--- config.mk ---
export PLATFORM = sky130hd
export DESIGN_NAME = drive_phase_accum_flat
export DESIGN_NICKNAME = d
export VERILOG_FILES = /design/src/rtl/drive_phase_accum_pkg.sv /design/src/rtl/drive_phase_accum_if.sv /design/src/rtl/drive_phase_accum_bank.sv /design/src/rtl/drive_phase_accum.sv /design/src/flat_wrapper.sv
export SDC_FILE = /design/constraint.sdc
export NUM_CORES = 1
export LEC_CHECK = 0
export CAP_MARGIN = 20
export CORE_ASPECT_RATIO = 0.9
export CORE_MARGIN = 2
export CORE_UTILIZATION = 62
export DETAILED_ROUTE_END_ITERATION = 10
export PLACE_DENSITY_LB_ADDON = 0.05
export SLEW_MARGIN = 40
export SYNTH_ARGS = -nofsm -noshare
export SYNTH_HDL_FRONTEND = slang
export SYNTH_SLANG_ARGS = --single-unit
--- constraint.sdc ---
create_clock -name clk -period 4.7 [get_ports clk]
set_input_delay 1.41 -clock clk [delete_from_list [all_inputs] [get_ports clk]]
set_output_delay 1.41 -clock clk [all_outputs]
set_load 0.02 [all_outputs]
--- src/rtl/drive_phase_accum_pkg.sv ---
// Shared drive-path definitions: accumulator geometry and the helper that
// maps a global qubit index onto its (bank, local index) location.
package drive_phase_accum_pkg;

    localparam int NUM_BANK                  = 2;
    localparam int NUM_QUBIT_PER_BANK        = 16;
    localparam int QUBIT_ADDR_WIDTH_PER_BANK = 4;
    localparam int Z_CORR_WIDTH              = 12;
    localparam int TOTAL_QUBIT               = NUM_BANK * NUM_QUBIT_PER_BANK;
    localparam int BANK_IDX_WIDTH            = (NUM_BANK > 1) ? $clog2(NUM_BANK) : 1;

    // One phase word; the unit is 2*pi / 2**Z_CORR_WIDTH, so plain modular
    // addition is exactly phase rotation.
    typedef logic [Z_CORR_WIDTH-1:0] phase_t;

    typedef struct packed {
        logic [BANK_IDX_WIDTH-1:0]            bank;
        logic [QUBIT_ADDR_WIDTH_PER_BANK-1:0] local_idx;
    } qubit_loc_t;

    // Bank b owns the contiguous global range b*NUM_QUBIT_PER_BANK upward.
    function automatic qubit_loc_t qubit_to_loc(input int unsigned q);
        qubit_loc_t loc;
        loc.bank      = BANK_IDX_WIDTH'(q / NUM_QUBIT_PER_BANK);
        loc.local_idx = QUBIT_ADDR_WIDTH_PER_BANK'(q % NUM_QUBIT_PER_BANK);
        return loc;
    endfunction

endpackage

--- src/rtl/drive_phase_accum_if.sv ---
// Bus between the Z-correction table / NCO side and the phase accumulator.
interface drive_phase_accum_if;
    import drive_phase_accum_pkg::*;

    logic [TOTAL_QUBIT*Z_CORR_WIDTH-1:0]           z_corr_in;
    logic [NUM_BANK-1:0]                           valid_z_corr_in;
    logic [NUM_BANK-1:0]                           rz_mode_in;
    logic [NUM_BANK-1:0]                           phase_clr;
    logic [NUM_BANK-1:0]                           rd_en;
    logic [NUM_BANK*QUBIT_ADDR_WIDTH_PER_BANK-1:0] rd_addr;
    logic [NUM_BANK*Z_CORR_WIDTH-1:0]              phase_out;
    logic [NUM_BANK-1:0]                           phase_valid_out;

    modport master (
        output z_corr_in, valid_z_corr_in, rz_mode_in, phase_clr, rd_en, rd_addr,
        input  phase_out, phase_valid_out
    );

    modport slave (
        input  z_corr_in, valid_z_corr_in, rz_mode_in, phase_clr, rd_en, rd_addr,
        output phase_out, phase_valid_out
    );

endinterface

--- src/rtl/drive_phase_accum_bank.sv ---
// One bank of virtual-Z accumulators: all qubits update together from the
// shared vector, bank-wide clear wins over update, and a registered read port
// returns the pre-update value of the addressed qubit.
module drive_phase_accum_bank
    import drive_phase_accum_pkg::*;
(
    input  logic                                       clk,
    input  logic                                       rst,
    input  logic [NUM_QUBIT_PER_BANK*Z_CORR_WIDTH-1:0] corr,
    input  logic                                       en,
    input  logic                                       clr,
    input  logic                                       rd_en,
    input  logic [QUBIT_ADDR_WIDTH_PER_BANK-1:0]       rd_addr,
    output phase_t                                     phase,
    output logic                                       phase_valid
);

    phase_t acc_r [NUM_QUBIT_PER_BANK];
    phase_t phase_r;
    logic   phase_valid_r;

    // Accumulator array: clear has priority, otherwise add with the carry dropped.
    always_ff @(posedge clk or negedge rst) begin
        if (!rst) begin
            for (int i = 0; i < NUM_QUBIT_PER_BANK; i++) begin
                acc_r[i] <= '0;
            end
        end else if (clr) begin
            for (int i = 0; i < NUM_QUBIT_PER_BANK; i++) begin
                acc_r[i] <= '0;
            end
        end else if (en) begin
            for (int i = 0; i < NUM_QUBIT_PER_BANK; i++) begin
                acc_r[i] <= acc_r[i] + corr[i*Z_CORR_WIDTH +: Z_CORR_WIDTH];
            end
        end
    end

    // Read port: samples the current (pre-update) accumulator, holds data when idle.
    always_ff @(posedge clk or negedge rst) begin
        if (!rst) begin
            phase_r       <= '0;
            phase_valid_r <= 1'b0;
        end else begin
            phase_valid_r <= rd_en;
            if (rd_en) begin
                phase_r <= acc_r[rd_addr];
            end
        end
    end

    assign phase       = phase_r;
    assign phase_valid = phase_valid_r;

endmodule

--- src/rtl/drive_phase_accum.sv ---
// Per-qubit virtual-Z phase accumulator. Decides which banks update this
// cycle (RZ immediates pre-empt crosstalk corrections, since both share one
// vector) and fans the correction slices out to the bank instances.
module drive_phase_accum
    import drive_phase_accum_pkg::*;
(
    input  logic                clk,
    input  logic                rst,
    drive_phase_accum_if.slave  bus
);

    localparam int BANK_VEC_WIDTH = NUM_QUBIT_PER_BANK * Z_CORR_WIDTH;

    logic [NUM_BANK-1:0]       rz_hit_s;
    logic                      any_rz_s;
    logic                      xt_hit_s;
    logic [NUM_BANK-1:0]       en_s;
    logic [BANK_VEC_WIDTH-1:0] bank_corr_s [NUM_BANK];

    // Update enables: any RZ bank restricts the update to RZ banks only;
    // otherwise a crosstalk vector from any bank updates every qubit.
    always_comb begin
        rz_hit_s = bus.valid_z_corr_in & bus.rz_mode_in;
        any_rz_s = |rz_hit_s;
        xt_hit_s = (|(bus.valid_z_corr_in & ~bus.rz_mode_in)) & ~any_rz_s;
        en_s     = '0;
        for (int b = 0; b < NUM_BANK; b++) begin
            if (any_rz_s) begin
                en_s[b] = rz_hit_s[b];
            end else begin
                en_s[b] = xt_hit_s;
            end
        end
    end

    // Route each global qubit slice to its owning bank's local position.
    always_comb begin
        qubit_loc_t loc;
        loc = '0;
        for (int b = 0; b < NUM_BANK; b++) begin
            bank_corr_s[b] = '0;
        end
        for (int q = 0; q < TOTAL_QUBIT; q++) begin
            loc = qubit_to_loc(q);
            bank_corr_s[loc.bank][int'(loc.local_idx)*Z_CORR_WIDTH +: Z_CORR_WIDTH] =
                bus.z_corr_in[q*Z_CORR_WIDTH +: Z_CORR_WIDTH];
        end
    end

    for (genvar b = 0; b < NUM_BANK; b++) begin : g_bank
        drive_phase_accum_bank u_bank (
            .clk         (clk),
            .rst         (rst),
            .corr        (bank_corr_s[b]),
            .en          (en_s[b]),
            .clr         (bus.phase_clr[b]),
            .rd_en       (bus.rd_en[b]),
            .rd_addr     (bus.rd_addr[b*QUBIT_ADDR_WIDTH_PER_BANK +: QUBIT_ADDR_WIDTH_PER_BANK]),
            .phase       (bus.phase_out[b*Z_CORR_WIDTH +: Z_CORR_WIDTH]),
            .phase_valid (bus.phase_valid_out[b])
        );
    end

endmodule

--- src/flat_wrapper.sv ---
// flat-port wrapper written by rule: the top's interface ports become plain ports
module drive_phase_accum_flat import drive_phase_accum_pkg::*;
  (clk, rst, bus_z_corr_in, bus_valid_z_corr_in, bus_rz_mode_in, bus_phase_clr, bus_rd_en, bus_rd_addr, bus_phase_out, bus_phase_valid_out);
  drive_phase_accum_if bus_i ();
  input  logic clk;
  input  logic rst;
  input wire logic [$bits(bus_i.z_corr_in)-1:0] bus_z_corr_in;
  input wire logic [$bits(bus_i.valid_z_corr_in)-1:0] bus_valid_z_corr_in;
  input wire logic [$bits(bus_i.rz_mode_in)-1:0] bus_rz_mode_in;
  input wire logic [$bits(bus_i.phase_clr)-1:0] bus_phase_clr;
  input wire logic [$bits(bus_i.rd_en)-1:0] bus_rd_en;
  input wire logic [$bits(bus_i.rd_addr)-1:0] bus_rd_addr;
  output wire logic [$bits(bus_i.phase_out)-1:0] bus_phase_out;
  output wire logic [$bits(bus_i.phase_valid_out)-1:0] bus_phase_valid_out;
  assign bus_i.z_corr_in = bus_z_corr_in;
  assign bus_i.valid_z_corr_in = bus_valid_z_corr_in;
  assign bus_i.rz_mode_in = bus_rz_mode_in;
  assign bus_i.phase_clr = bus_phase_clr;
  assign bus_i.rd_en = bus_rd_en;
  assign bus_i.rd_addr = bus_rd_addr;
  assign bus_phase_out = bus_i.phase_out;
  assign bus_phase_valid_out = bus_i.phase_valid_out;
  drive_phase_accum u_core (.clk(clk), .rst(rst), .bus(bus_i));
endmodule
# Word level (Yosys, flattened, before mapping)

Cells that the tools add are included.

Bits in read-only memories: 0
Memories kept: 0
Logic and storage cells: 93
Flip-flop bits (word level): 410
Input port bits: 402
Latch bits: 0
Output and inout bits: 26
Memory bits (writable): 0

Mux-type cells: 12
Bitwise gates (word level): 7
Shift operators: 0
Magnitude comparators: 2
Reductions and logical operators: 4
$mul: 0
Equal/unequal tests: 0
Div/mod/pow operators: 0
Add/sub/neg operators: 32

Operators by type and width:

| kind                 | number |
|---|---|
| $mux W192            | 4 |
| $add A12 B12 Y12     | 32 |
| $bmux W12 S4         | 2 |
| $mux W12             | 4 |
| $ge A5 B5 Y1 const B | 2 |
| $not A4 Y5           | 2 |
| $and A2 B2 Y2        | 2 |
| $reduce_bool A2 Y1   | 2 |
| $reduce_or A2 Y1     | 2 |
| $mux W1              | 2 |
| $not A2 Y2           | 1 |
| $and A1 B1 Y1        | 1 |
| $not A1 Y1           | 1 |

# Depth between registers and ports, before layout

Word-level depth: 7
Depth in mapped cells: 10
Depth with buffers taken out: 10

# By module

From an unflattened synthesis, not the netlist that was laid out.

Cell total of the unflattened synthesis: 3707
Area total of the unflattened synthesis: 34604.4 um2

By module, submodules not included:

| module                                           | seq. area each (um2) | instances | area an instance (um2) | cells an instance |
|---|---|---|---|---|
| drive_phase_accum_bank (u_core.g_bank[1].u_bank) | 5129.9               | 1         | 17347.9                | 1849 |
| drive_phase_accum_bank (u_core.g_bank[0].u_bank) | 5129.9               | 1         | 17224.0                | 1852 |
| drive_phase_accum                                | 0.0                  | 1         | 32.5                   | 6 |

# Worst setup path before layout

Ideal clock, no wire load.

Path kind: input -> register
Start point: in bus_z_corr_in[61]
End point: reg u_core.g_bank[0].u_bank.acc_r[131] (netlist name)
Buffers on the path: 0
Arrival: 3270 ps
Stages: 8
Library setup time: 128 ps
Data required time: 4572 ps
Slack: 1303 ps
Cell sequence: ha_1 a211oi_2 o21ai_1 o311a_1 a311oi_2 o21ai_1 mux2i_1 mux2_1

Word-level cells in the longest chain between the ends: 3

RTL lines:

| element                         | line                         | text |
|---|---|---|
| from (decl)                     | flat_wrapper.sv:7            | `input wire logic [$bits(bus_i.z_corr_in)-1:0] bus_z_corr_in;` |
| $add A12 B12 Y12                | drive_phase_accum_bank.sv:34 | `acc_r[i] <= acc_r[i] + corr[i*Z_CORR_WIDTH +: Z_CORR_WIDTH];` |
| $mux W192                       | drive_phase_accum_bank.sv:32 | `end else if (en) begin` |
| $mux W192                       | drive_phase_accum_bank.sv:28 | `end else if (clr) begin` |
| to (signal, indexed assignment) | drive_phase_accum_bank.sv:34 |  |
| to (decl)                       | drive_phase_accum_bank.sv:18 | `phase_t acc_r [NUM_QUBIT_PER_BANK];` |

No other way between the ends. The select of a mux whose other input is x is not followed.
A chain may end at the register's enable or synchronous reset.

# Worst setup path in the final report

Start point: in bus_z_corr_in[85]
End point: reg u_core.g_bank[0].u_bank.acc_r[107] (netlist name)

The elaborated chain is that of the path after synthesis.

==> flow_metrics.env <==
export IMPL_die_w_um=254.7
export IMPL_firstDrtPassIters=6
export IMPL_clockRootBuffer="clkbuf_16"
export IMPL_path_cells="clkdlybuf4s50_1 -> ha_1 -> a211oi_1 -> nor2_1 -> o41ai_2 -> o21ai_1 -> o31ai_1 -> mux2i_1 -> mux2_1"
export IMPL_arrival_ps=4020
export IMPL_status="completed"
export IMPL_ys_ff_latch=410
export IMPL_die_y_um=229.7
export IMPL_crit_required_ps=5180
export IMPL_avgViaCountPerCell=6.347
export IMPL_ys_seq_area_share_pct=29.24
export IMPL_worstPathMaxFanout=3
export IMPL_drive_above_1_share_pct=6.705
export IMPL_hp_class="flip-flop to flip-flop"
export IMPL_synth_edf_count=0
export IMPL_setup_viol=0
export IMPL_cts_tree="built"
export IMPL_path_buf_inv=1
export IMPL_synth_cell_types=73
export IMPL_grt_max_degree=150
export IMPL_clkTransAtPathRegs_ps=60
export IMPL_final_nets=5074
export IMPL_synthFlopType="dfrtp_1"
export IMPL_clockBufferDepth=3
export IMPL_rows=82
export IMPL_gp_congestion=0.9372
export IMPL_fin_cells=5096
export IMPL_first_iter_violations=2940
export IMPL_fp_dieArea_sq_mm=0.05851
export IMPL_boundaryPins=428
export IMPL_cp_top_family="compound AO/OA/AOI/OAI gates"
export IMPL_dp_hpwl_um=78310
export IMPL_p_leak_nw=18.88
export IMPL_hold_buffers=0
export IMPL_start_util_pct=62.86
export IMPL_cpMaxStageDelayCell="clkdlybuf4s50_1"
export IMPL_ir_drop_uv=269.4
export IMPL_yosysWarnings=0
export IMPL_critPathLaunchType="primary input"
export IMPL_relSlewSlack_pct=42.15
export IMPL_worstSetupPathType="primary input to flip-flop"
export IMPL_async_reset_ff_share_pct=100.0
export IMPL_ant_nets=0
export IMPL_io_buffers=427
export IMPL_post_drt_wl_per_cell_um=20.61
export IMPL_hold_viol_final=0
export IMPL_grt_total_usage_pct=35.54
export IMPL_max_freq_mhz=282.8
export IMPL_core_sq_mm=0.05581
export IMPL_pwr_density_cell_mw_per_mm2=329.1
export IMPL_cp_end_kind="flip-flop"
export IMPL_vias=32350
export IMPL_grt_pass1_vias=30680
export IMPL_max_stage_delay_ps=440
export IMPL_netlist_area_sq_mm=0.03508
export IMPL_finalSetupTns_ps=0
export IMPL_rsz0062_at_grt="no"
export IMPL_grt_pass1_wl_um=165200
export IMPL_cts_made_buffers=47
export IMPL_area_growth_pct=19.27
export IMPL_synth_cells=3966
export IMPL_reg2reg_slack_ps=2030
export IMPL_ctsResizeCount=0
export IMPL_postCtsSetupBuffers=0
export IMPL_period_needed_ps=3536
export IMPL_drt_wl_total_um=105000
export IMPL_h_tree_depth=2
export IMPL_cts_num_sinks=410
export IMPL_syn_avg_cell_area_sq_um=8.846
export IMPL_clock_latency_ps=620
export IMPL_place_inst=4994
export IMPL_antenna_found_initial=21
export IMPL_tightest_slew_ps=867.8
export IMPL_max_cap_violations=0
export IMPL_drc=0
export IMPL_grt_ovfl_total=0
export IMPL_finClkSkew_ps=32.56
export IMPL_fin_crit_sh_pct=75.24
export IMPL_finalMaxSlewViolations=0
export IMPL_syn_num_nets=4752
## area by class of cell
class                           count  area (sq um)
Multi-Input combinational cell   3165         23370
Fill cell                        4215         13970
Inverter                          172         645.6
Clock inverter                     17         175.2
Tap cell                          756         945.9
Timing Repair Buffer              492          5024
Antenna cell                       15         37.54
Clock buffer                       69          1389
Sequential cell                   410         10260
## Yosys cell counts (all sizes together), types with 24 or more instances
cell type / number / area, sq um
nor2b: 101 / 631.9
a21oi: 365 / 1849
nand2: 425 / 1595
o31ai: 37 / 291.5
fa: 32 / 640.6
nor3: 110 / 550.5
mux2i: 80 / 800.8
a21boi: 42 / 315.3
nand3: 167 / 835.8
mux4: 96 / 2162
xnor2: 55 / 481.7
o221ai: 24 / 210.2
ha: 352 / 4404
xor2: 41 / 359.1
inv: 171 / 641.9
clkbuf: 171 / 641.9
nor2: 218 / 818.3
o21a: 59 / 442.9
nor4b: 53 / 464.2
dfrtp: 410 / 10260
nand2b: 74 / 462.9
nor3b: 32 / 240.2
o211ai: 31 / 232.7
a211oi: 70 / 535.5
o21ai: 193 / 965.9
nand4: 30 / 187.7
mux2: 30 / 337.8
a31oi: 26 / 162.7
buf: 48 / 206.4
or3: 63 / 394.1
nand3b: 41 / 307.8
a21o: 97 / 728.2
## per-stage QoR
stage               area (sq um)  hold WS [ps]  power (mW)  setup WS, ps  util [%]
floorplan                  35080         497.3       8.187          1303         -
global placement           40190         477.9       9.704         659.6     72.00
detailed placement         40210         481.6       9.845         622.9     72.05
CTS                        41780         497.1       13.71          1224     74.85
global route               41840         536.5       14.56          1039     74.96
finish                     41840         500.5       13.77          1164     74.97
## cells in the final DEF (no fill, tap or decap), types with 19 or more instances in the layout
master,n
clkdlybuf4s50_1,420
nand2_1,425
o211ai_1,31
o21ai_0,114
o21a_1,57
a211o_1,21
clkbuf_16,48
or4_1,21
a21boi_0,30
mux2_1,30
nand2b_1,74
dfrtp_1,410
xor2_1,41
and3_1,19
or3_1,63
buf_4,47
inv_1,170
ha_1,352
mux4_2,96
mux2i_1,80
nor4b_1,53
a211oi_1,68
nor2_1,218
nor3b_1,32
o21ai_1,77
nor2b_1,101
a31oi_1,26
a2111o_1,19
and2_1,21
o221ai_1,24
xnor2_1,55
o31ai_1,36
nor3_1,110
fa_1,32
a21o_1,97
a21oi_1,359
nand3b_1,41
nand3_1,167
nand4_1,30
## logic make-up (layout without fill, tap and decap cells)
kind of cell	after synthesis	in the layout	synth area share, %
flip-flops	410	410	29.24
AND/OR/NAND/NOR	1389	1389	19.95
other	0	15	0
adder cells (fa/ha/maj)	384	384	14.38
XOR/XNOR	96	96	2.397
multiplexers	206	206	9.408
AO/OA/AOI/OAI	1090	1090	20.36
buffers and inverters	391	750	4.258
## power breakdown
part           internal, mW  switching (mW)  total (mW)
logic                  2.49            2.84        5.33
registers              4.06           0.543        4.60
clock network          2.21            1.63        3.84
total                  8.76            5.01        13.8
## state kept, by name, indices dropped and copies added, names as in the netlist
register                          count
u_core.g_bank.u_bank.acc_r          384
u_core.g_bank.u_bank.phase           24
u_core.g_bank.u_bank.phase_valid      2
## worst min-delay path: stages, from the launching register on
cell,delay (ps)
dfrtp_1,340
nand2b_1,60
o221ai_1,60
## metal layers
metal	global-route usage, %	part of all wire [%]	vias to the layer above	wire length [um]
li1	-	-	15340	-
met1	48.16	42	15550	44150
met2	55.94	46	1219	48630
met3	6.090	7.4	224	7733
met4	15.92	4.2	12	4435
met5	0	0.074	-	78
## worst paths after layout
path / start / depth (start not counted) / endpoint
max reg2reg: u_core.g_bank[0].u_bank.acc_r[97] / 8 / u_core.g_bank[0].u_bank.acc_r[107]
min in group asynchronous: rst / 1 / u_core.g_bank[1].u_bank.acc_r[168]
min: u_core.g_bank[1].u_bank.phase[5] / 2 / u_core.g_bank[1].u_bank.phase[5]
max: bus_z_corr_in[85] / 9 / u_core.g_bank[0].u_bank.acc_r[107]
max in group asynchronous: rst / 3 / u_core.g_bank[0].u_bank.acc_r[97]
min reg2reg: u_core.g_bank[1].u_bank.phase[5] / 2 / u_core.g_bank[1].u_bank.phase[5]
(Power assumes the default switching activity.)
